--- config.mk ---
export PLATFORM = sky130hd
export DESIGN_NAME = dot_prod_feeder_flat
export DESIGN_NICKNAME = d
export VERILOG_FILES = /design/src/rtl/dot_prod_feeder_if.sv /design/src/rtl/dot_prod_feeder.sv /design/src/flat_wrapper.sv
export SDC_FILE = /design/constraint.sdc
export NUM_CORES = 1
export LEC_CHECK = 0
export ABC_AREA = 1
export BUFFER_PORTS_ARGS = -buffer_cell sky130_fd_sc_hd__buf_2
export CAP_MARGIN = 25
export CORE_UTILIZATION = 38
export DETAILED_ROUTE_END_ITERATION = 8
export HOLD_SLACK_MARGIN = 0.05
export PLACE_DENSITY = 0.65
export SLEW_MARGIN = 10
export SYNTH_ARGS = -nofsm -noshare
export SYNTH_HDL_FRONTEND = slang
export SYNTH_SLANG_ARGS = --single-unit
--- constraint.sdc ---
create_clock -name clk -period 2.22 [get_ports clk]
set_input_delay 0 -clock clk [delete_from_list [all_inputs] [get_ports clk]]
set_output_delay 0 -clock clk [all_outputs]
set_load 0.005 [all_outputs]
--- src/rtl/dot_prod_feeder_if.sv ---
// dot_prod_feeder_if: element stream, kernel array/control port and result stream of the feeder.
// The master modport is the feeder's view; the slave modport is the host and kernel side.
interface dot_prod_feeder_if #(
  parameter int ADDR_W = 10,
  parameter int DATA_W = 27,
  parameter int ACC_W  = 64,
  parameter int CYC_W  = 16
);
  logic                     in_valid;
  logic                     in_ready;
  logic signed [DATA_W-1:0] in_a;
  logic signed [DATA_W-1:0] in_b;
  logic                     in_last;
  logic                     controlArr;
  logic                     controlArrWEnable_a;
  logic                     controlArrWEnable_b;
  logic [ADDR_W-1:0]        controlArrAddr_a;
  logic [ADDR_W-1:0]        controlArrAddr_b;
  logic signed [DATA_W-1:0] controlArrWData_a;
  logic signed [DATA_W-1:0] controlArrWData_b;
  logic                     r_enable;
  logic [ADDR_W-1:0]        init_i_t_a;
  logic signed [ACC_W-1:0]  init_acc_t_a;
  logic                     w_enable;
  logic signed [ACC_W-1:0]  result;
  logic                     res_valid;
  logic                     res_ready;
  logic signed [ACC_W-1:0]  res_data;
  logic                     res_trunc;
  logic [CYC_W-1:0]         res_cycles;
  modport master (
    input  in_valid, in_a, in_b, in_last, w_enable, result, res_ready,
    output in_ready, controlArr, controlArrWEnable_a, controlArrWEnable_b,
           controlArrAddr_a, controlArrAddr_b, controlArrWData_a, controlArrWData_b,
           r_enable, init_i_t_a, init_acc_t_a, res_valid, res_data, res_trunc, res_cycles
  );
  modport slave (
    output in_valid, in_a, in_b, in_last, w_enable, result, res_ready,
    input  in_ready, controlArr, controlArrWEnable_a, controlArrWEnable_b,
           controlArrAddr_a, controlArrAddr_b, controlArrWData_a, controlArrWData_b,
           r_enable, init_i_t_a, init_acc_t_a, res_valid, res_data, res_trunc, res_cycles
  );
endinterface

--- src/rtl/dot_prod_feeder.sv ---
// dot_prod_feeder: loads (a,b) pairs into the kernel arrays top-down, starts the kernel and returns its result.
module dot_prod_feeder #(
  parameter int DEPTH  = 1000,
  parameter int ADDR_W = 10,
  parameter int DATA_W = 27,
  parameter int ACC_W  = 64,
  parameter int CYC_W  = 16
) (
  input logic              clk,
  input logic              rst_n,
  dot_prod_feeder_if.master bus
);
  typedef enum logic [2:0] {LOAD, FLUSH, KICK, RUN, RESULT} state_t;
  state_t                   state_q;
  logic [ADDR_W-1:0]        count_q, addr_q, init_q;
  logic                     we_q, in_ready_q, ctrl_q, r_en_q, trunc_q, res_valid_q, res_trunc_q;
  logic signed [DATA_W-1:0] wa_q, wb_q;
  logic signed [ACC_W-1:0]  res_q;
  logic [CYC_W-1:0]         cyc_q, cyc_d, res_cyc_q;
  logic                     hs, last;
  assign hs    = bus.in_valid && in_ready_q;
  assign last  = bus.in_last || count_q == ADDR_W'(DEPTH - 1);
  assign cyc_d = cyc_q + CYC_W'(~&cyc_q);
  assign bus.in_ready            = in_ready_q;
  assign bus.controlArr          = ctrl_q;
  assign bus.controlArrWEnable_a = we_q;
  assign bus.controlArrWEnable_b = we_q;
  assign bus.controlArrAddr_a    = addr_q;
  assign bus.controlArrAddr_b    = addr_q;
  assign bus.controlArrWData_a   = wa_q;
  assign bus.controlArrWData_b   = wb_q;
  assign bus.r_enable            = r_en_q;
  assign bus.init_i_t_a          = init_q;
  assign bus.init_acc_t_a        = '0;
  assign bus.res_valid           = res_valid_q;
  assign bus.res_data            = res_q;
  assign bus.res_trunc           = res_trunc_q;
  assign bus.res_cycles          = res_cyc_q;
  always_ff @(posedge clk or negedge rst_n) begin
    if (!rst_n) begin
      state_q     <= LOAD;
      count_q     <= '0;
      addr_q      <= '0;
      init_q      <= '0;
      we_q        <= 1'b0;
      in_ready_q  <= 1'b0;
      ctrl_q      <= 1'b0;
      r_en_q      <= 1'b0;
      trunc_q     <= 1'b0;
      res_valid_q <= 1'b0;
      res_trunc_q <= 1'b0;
      wa_q        <= '0;
      wb_q        <= '0;
      res_q       <= '0;
      cyc_q       <= '0;
      res_cyc_q   <= '0;
    end else begin
      case (state_q)
        LOAD: begin
          ctrl_q     <= 1'b1;
          we_q       <= hs;
          in_ready_q <= !(hs && last);
          if (hs) begin
            addr_q  <= ADDR_W'(DEPTH - 1) - count_q;
            wa_q    <= bus.in_a;
            wb_q    <= bus.in_b;
            count_q <= count_q + 1'b1;
            if (last) begin
              trunc_q <= !bus.in_last;
              state_q <= FLUSH;
            end
          end
        end
        FLUSH: begin
          we_q    <= 1'b0;
          ctrl_q  <= 1'b0;
          r_en_q  <= 1'b1;
          init_q  <= ADDR_W'(DEPTH) - count_q;
          state_q <= KICK;
        end
        // w_enable still reflects the previous run here, so it is not looked at
        KICK: begin
          r_en_q  <= 1'b0;
          cyc_q   <= '0;
          state_q <= RUN;
        end
        RUN: begin
          cyc_q <= cyc_d;
          if (bus.w_enable) begin
            res_q       <= bus.result;
            res_trunc_q <= trunc_q;
            res_cyc_q   <= cyc_d;
            res_valid_q <= 1'b1;
            state_q     <= RESULT;
          end
        end
        RESULT: begin
          if (bus.res_ready) begin
            res_valid_q <= 1'b0;
            count_q     <= '0;
            in_ready_q  <= 1'b1;
            ctrl_q      <= 1'b1;
            state_q     <= LOAD;
          end
        end
        default: state_q <= LOAD;
      endcase
    end
  end
endmodule

--- src/flat_wrapper.sv ---
// flat-port wrapper written by rule: the top's interface ports become plain ports
module dot_prod_feeder_flat 
#(
  parameter int DEPTH  = 1000,
  parameter int ADDR_W = 10,
  parameter int DATA_W = 27,
  parameter int ACC_W  = 64,
  parameter int CYC_W  = 16
)
  (clk, rst_n, bus_in_valid, bus_in_a, bus_in_b, bus_in_last, bus_w_enable, bus_result, bus_res_ready, bus_in_ready, bus_controlArr, bus_controlArrWEnable_a, bus_controlArrWEnable_b, bus_controlArrAddr_a, bus_controlArrAddr_b, bus_controlArrWData_a, bus_controlArrWData_b, bus_r_enable, bus_init_i_t_a, bus_init_acc_t_a, bus_res_valid, bus_res_data, bus_res_trunc, bus_res_cycles);
  dot_prod_feeder_if #(.ADDR_W(ADDR_W), .DATA_W(DATA_W), .ACC_W(ACC_W), .CYC_W(CYC_W)) bus_i ();
  input logic clk;
  input logic rst_n;
  input wire logic [$bits(bus_i.in_valid)-1:0] bus_in_valid;
  input wire logic [$bits(bus_i.in_a)-1:0] bus_in_a;
  input wire logic [$bits(bus_i.in_b)-1:0] bus_in_b;
  input wire logic [$bits(bus_i.in_last)-1:0] bus_in_last;
  input wire logic [$bits(bus_i.w_enable)-1:0] bus_w_enable;
  input wire logic [$bits(bus_i.result)-1:0] bus_result;
  input wire logic [$bits(bus_i.res_ready)-1:0] bus_res_ready;
  output wire logic [$bits(bus_i.in_ready)-1:0] bus_in_ready;
  output wire logic [$bits(bus_i.controlArr)-1:0] bus_controlArr;
  output wire logic [$bits(bus_i.controlArrWEnable_a)-1:0] bus_controlArrWEnable_a;
  output wire logic [$bits(bus_i.controlArrWEnable_b)-1:0] bus_controlArrWEnable_b;
  output wire logic [$bits(bus_i.controlArrAddr_a)-1:0] bus_controlArrAddr_a;
  output wire logic [$bits(bus_i.controlArrAddr_b)-1:0] bus_controlArrAddr_b;
  output wire logic [$bits(bus_i.controlArrWData_a)-1:0] bus_controlArrWData_a;
  output wire logic [$bits(bus_i.controlArrWData_b)-1:0] bus_controlArrWData_b;
  output wire logic [$bits(bus_i.r_enable)-1:0] bus_r_enable;
  output wire logic [$bits(bus_i.init_i_t_a)-1:0] bus_init_i_t_a;
  output wire logic [$bits(bus_i.init_acc_t_a)-1:0] bus_init_acc_t_a;
  output wire logic [$bits(bus_i.res_valid)-1:0] bus_res_valid;
  output wire logic [$bits(bus_i.res_data)-1:0] bus_res_data;
  output wire logic [$bits(bus_i.res_trunc)-1:0] bus_res_trunc;
  output wire logic [$bits(bus_i.res_cycles)-1:0] bus_res_cycles;
  assign bus_i.in_valid = bus_in_valid;
  assign bus_i.in_a = bus_in_a;
  assign bus_i.in_b = bus_in_b;
  assign bus_i.in_last = bus_in_last;
  assign bus_i.w_enable = bus_w_enable;
  assign bus_i.result = bus_result;
  assign bus_i.res_ready = bus_res_ready;
  assign bus_in_ready = bus_i.in_ready;
  assign bus_controlArr = bus_i.controlArr;
  assign bus_controlArrWEnable_a = bus_i.controlArrWEnable_a;
  assign bus_controlArrWEnable_b = bus_i.controlArrWEnable_b;
  assign bus_controlArrAddr_a = bus_i.controlArrAddr_a;
  assign bus_controlArrAddr_b = bus_i.controlArrAddr_b;
  assign bus_controlArrWData_a = bus_i.controlArrWData_a;
  assign bus_controlArrWData_b = bus_i.controlArrWData_b;
  assign bus_r_enable = bus_i.r_enable;
  assign bus_init_i_t_a = bus_i.init_i_t_a;
  assign bus_init_acc_t_a = bus_i.init_acc_t_a;
  assign bus_res_valid = bus_i.res_valid;
  assign bus_res_data = bus_i.res_data;
  assign bus_res_trunc = bus_i.res_trunc;
  assign bus_res_cycles = bus_i.res_cycles;
  dot_prod_feeder #(.DEPTH(DEPTH), .ADDR_W(ADDR_W), .DATA_W(DATA_W), .ACC_W(ACC_W), .CYC_W(CYC_W)) u_core (.clk(clk), .rst_n(rst_n), .bus(bus_i));
endmodule
==> results.toml <==
[run_status]
outcome = "finished, violations left"
violations = "DRC"

[sta]
tightest_slew_ns = 0.517
fin_crit_ns = 2.04
totalNegativeSetupSlack_ns = 0
max_freq_mhz = 490
fin_crit_sh_pct = 91.9
rsz0062_at_grt = "false"
slew_headroom_pct = 65.5
setup_violations = 0
clock_skew_ns = 0.0142
hold_viol_final = 0
slew_violations = 0

[final_layout]
instances_no_fill = 1720
num-fill-cells = 1955
areaGrowthSynthToFinish_pct = 38.8
antenna_cells = 0
drive_gt1_share_pct = 24.4
nets = 1558
multi_input_area_um2 = 3090
register_area_um2 = 4760

[grt]
grt_pass1_vias = 7830
grt_pass1_wl_mm = 38.8
grt_overflow_total = 0
antenna_found_initial = 0
met2_usage_pct = 35.8
grt_max_degree = 73
met1_usage_pct = 25.0
use_met3_pct = 4.48
top_usage_layer = "met2"
grt_util_all_layers_pct = 20.7

[synthesis]
synth_cell_type_count = 27
synth_seq_cells = 190
yosysWarnings = 0
syn_area_um2 = 8560
avgSynthCellArea_um2 = 8.34
synth_cells = 1026
ys_seq_area_share_pct = 55.5

[clock_tree]
cts_sinks = 190
path_clk_slew_ns = 0.08
cts_buffers = 17
ctsRootBufferMaster = "clkbuf_16"
clock_tree.buffer_depth = 2
htreeDepth = 4
clk_latency_ns = 0.43
tritoncts = "done"

[placed_design]
place.gp.congestion = 0.861
hpwl_mm = 15.2
port_buffers = 294
numPlacedInstances = 1563

[detailed_routing]
drt_first_pass_iters = 7
via_per_inst = 4.58
ant_nets = 0
wirelength_mm = 23.7
drc = 20
drt_iter0_markers = 443
wl_per_cell_um = 13.8
vias = 7883

[worst_setup_path]
start_kind = "flop"
critPathRequiredTime_ns = 2.58
cp-end-kind = "flop"
critPathMaxStageDelay_ns = 0.56
critPathKind = "flop to flop"
ff2ff_setup_slack_ns = 0.18
cp_slowest_cell = "dlygate4sd3_1"
path_max_fanout = 6
cp.arrival_ns = 2.40
reg2reg_to = "u_core.trunc_q"
reg2reg_from = "u_core.count_q[4]"
worstPathCellList = "inv_1 > ha_1 > nand2_1 > nor2_1 > nand2_1 > nand2_1 > nand3_1 > a21oi_1 > dlygate4sd3_1"
reg2reg_depth = 9
crit_top_cell = "nand2_1"

[pwr]
power.leakage_nw = 6.61
peakVddDrop_mv = 0.562
p_per_area_nw_per_um2 = 1160

[floorplan]
rows = 54
die_area_um2 = 23100
fp.dieH_um = 152
start_util_pct = 39.0
io-pin-count = 359
die_x_um = 152
core_area_um2 = 22000

[worst_hold_path]
hold_class = "primary input to async pin"

[run]
cap_violations = 0
where the power goes:
group | internal, W | leakage, nW | switching [W]
combinational | 0.00212 | 3.91 | 0.00281
clock | 0.00166 | 0.293 | 0.00146
sequential | 0.00483 | 2.41 | 0.000859
total | 0.00862 | 6.61 | 0.00513
critical path: cells and delay by family (launching register included):
family | cells | cell delay, ns
compound gates | 1 | 0.14
fa+ha+maj | 1 | 0.25
buf+inv | 2 | 0.71
simple gates | 5 | 0.42
flops | 1 | 0.45
routing by layer:
layer | vias to the layer above | routed length [um]
met1 | 3685 | 9710
met3 | 53 | 1300
met4 | 0 | 788
li1 | 3829 | -
met5 | - | 0
met2 | 316 | 11900
sequential cells by signal (all words and copies together) (netlist names):
name	cells
u_core.bus.init_i_t_a	10
u_core.bus.res_trunc	1
u_core.bus.controlArrWEnable_a	1
u_core.bus.controlArrAddr_a	10
u_core.trunc_q	1
u_core.bus.res_data	64
u_core.bus.controlArrWData_a	27
u_core.bus.in_ready	1
u_core.bus.res_valid	1
u_core.count_q	10
u_core.bus.r_enable	1
u_core.cyc_q	16
u_core.bus.res_cycles	16
u_core.state_q	3
u_core.bus.controlArrWData_b	27
u_core.bus.controlArr	1
cell families (layout without fill, tap and decap cells):
group	count (synthesis)	in the layout	share of synthesized area, %
XOR/XNOR	9	9	0.921
flip-flops	190	190	55.5
adder cells (fa/ha/maj)	7	7	1.02
AND/OR/NAND/NOR	601	601	27.9
buffers and inverters	165	516	11.2
other	1	64	0.0438
AO/OA/AOI/OAI	53	53	3.29
worst max path at each step:
stage / start / endpoint / slack [ns] / cells after the start
2_1_floorplan: u_core.cyc_q[9] / u_core.bus.res_cycles[14] / 0.52 / 12
3_3_place_gp: u_core.cyc_q[6] / u_core.bus.res_cycles[14] / 0.33 / 12
3_5_place_dp: u_core.cyc_q[8] / u_core.bus.res_cycles[14] / 0.28 / 12
4_1_cts: u_core.state_q[2] / u_core.trunc_q / 0.14 / 6
5_1_grt: u_core.count_q[4] / u_core.trunc_q / 0.001 / 9
6_report: u_core.count_q[4] / u_core.trunc_q / 0.18 / 9
through the flow:
| step | cell area, um^2 | power (W) | util, % | hold WS (ns) | setup WS [ns] |
|---|---|---|---|---|---|
| final | 11900 | 0.0137 | 54.1 | 0.144 | 0.181 |
| after global routing | 11900 | 0.0148 | 54.1 | 0.161 | 0.00144 |
| after CTS | 11900 | 0.0138 | 54.1 | 0.126 | 0.143 |
| after detailed placement | 10000 | 0.0104 | 45.7 | 0.0339 | 0.276 |
| after global placement | 10000 | 0.0103 | 45.7 | 0.0348 | 0.333 |
| after floorplan | 8800 | 0.00834 | - | -0.296 | 0.520 |
final cells by class:
type	count	share of cell area [%]
inverter	52	1.64
timing repair buffer	432	24.3
sequential	190	40.0
clock inverter	13	1.25
multi-input combinational	734	26.0
clock buffer	19	3.81
tap	280	2.95
cells in the mapped netlist (all sizes together):
| master | n | area [um^2] |
|---|---|---|
| a2bb2oi | 1 | 8.76 |
| o21ai | 35 | 175 |
| nand3 | 39 | 195 |
| clkbuf | 7 | 26.3 |
| a21oi | 8 | 40.0 |
| conb | 1 | 3.75 |
| dfrtp | 190 | 4750 |
| nor3 | 4 | 25.0 |
| nand4 | 14 | 87.6 |
| nand2 | 503 | 1890 |
| o21bai | 1 | 7.51 |
| buf | 106 | 741 |
| nor2 | 38 | 175 |
| xnor2 | 2 | 17.5 |
| nor4 | 1 | 6.26 |
| o22ai | 8 | 50.1 |
| or2 | 2 | 12.5 |
| inv | 52 | 195 |
| ha | 7 | 87.6 |
| xor2 | 7 | 61.3 |
cells in the final DEF, fill, tap and decap left out, types with 3 or more instances in the layout:
cell             n
xor2_1           7
dfrtp_1        189
nand2_1        502
nand3_1         38
o21ai_1          6
clkinv_4         5
dlygate4sd3_1  125
conb_1          64
o22ai_1          8
ha_1             7
inv_1           49
nor3_1           3
inv_8            3
buf_4            8
inv_2            3
clkbuf_8         3
nor2_1          34
a21oi_1          8
o21ai_0         29
clkbuf_16       17
buf_12           5
nand4_1         14
buf_2          293
repair_timing:
item | in CTS | in global routing
setup endpoints to repair | 0 | 1
endpoints found under the hold margin | 209 | 0
setup buffers | 0 | 0
hold buffers | 125 | 0
gates resized for setup | 0 | 3
Power figures use the tool's default switching activity.
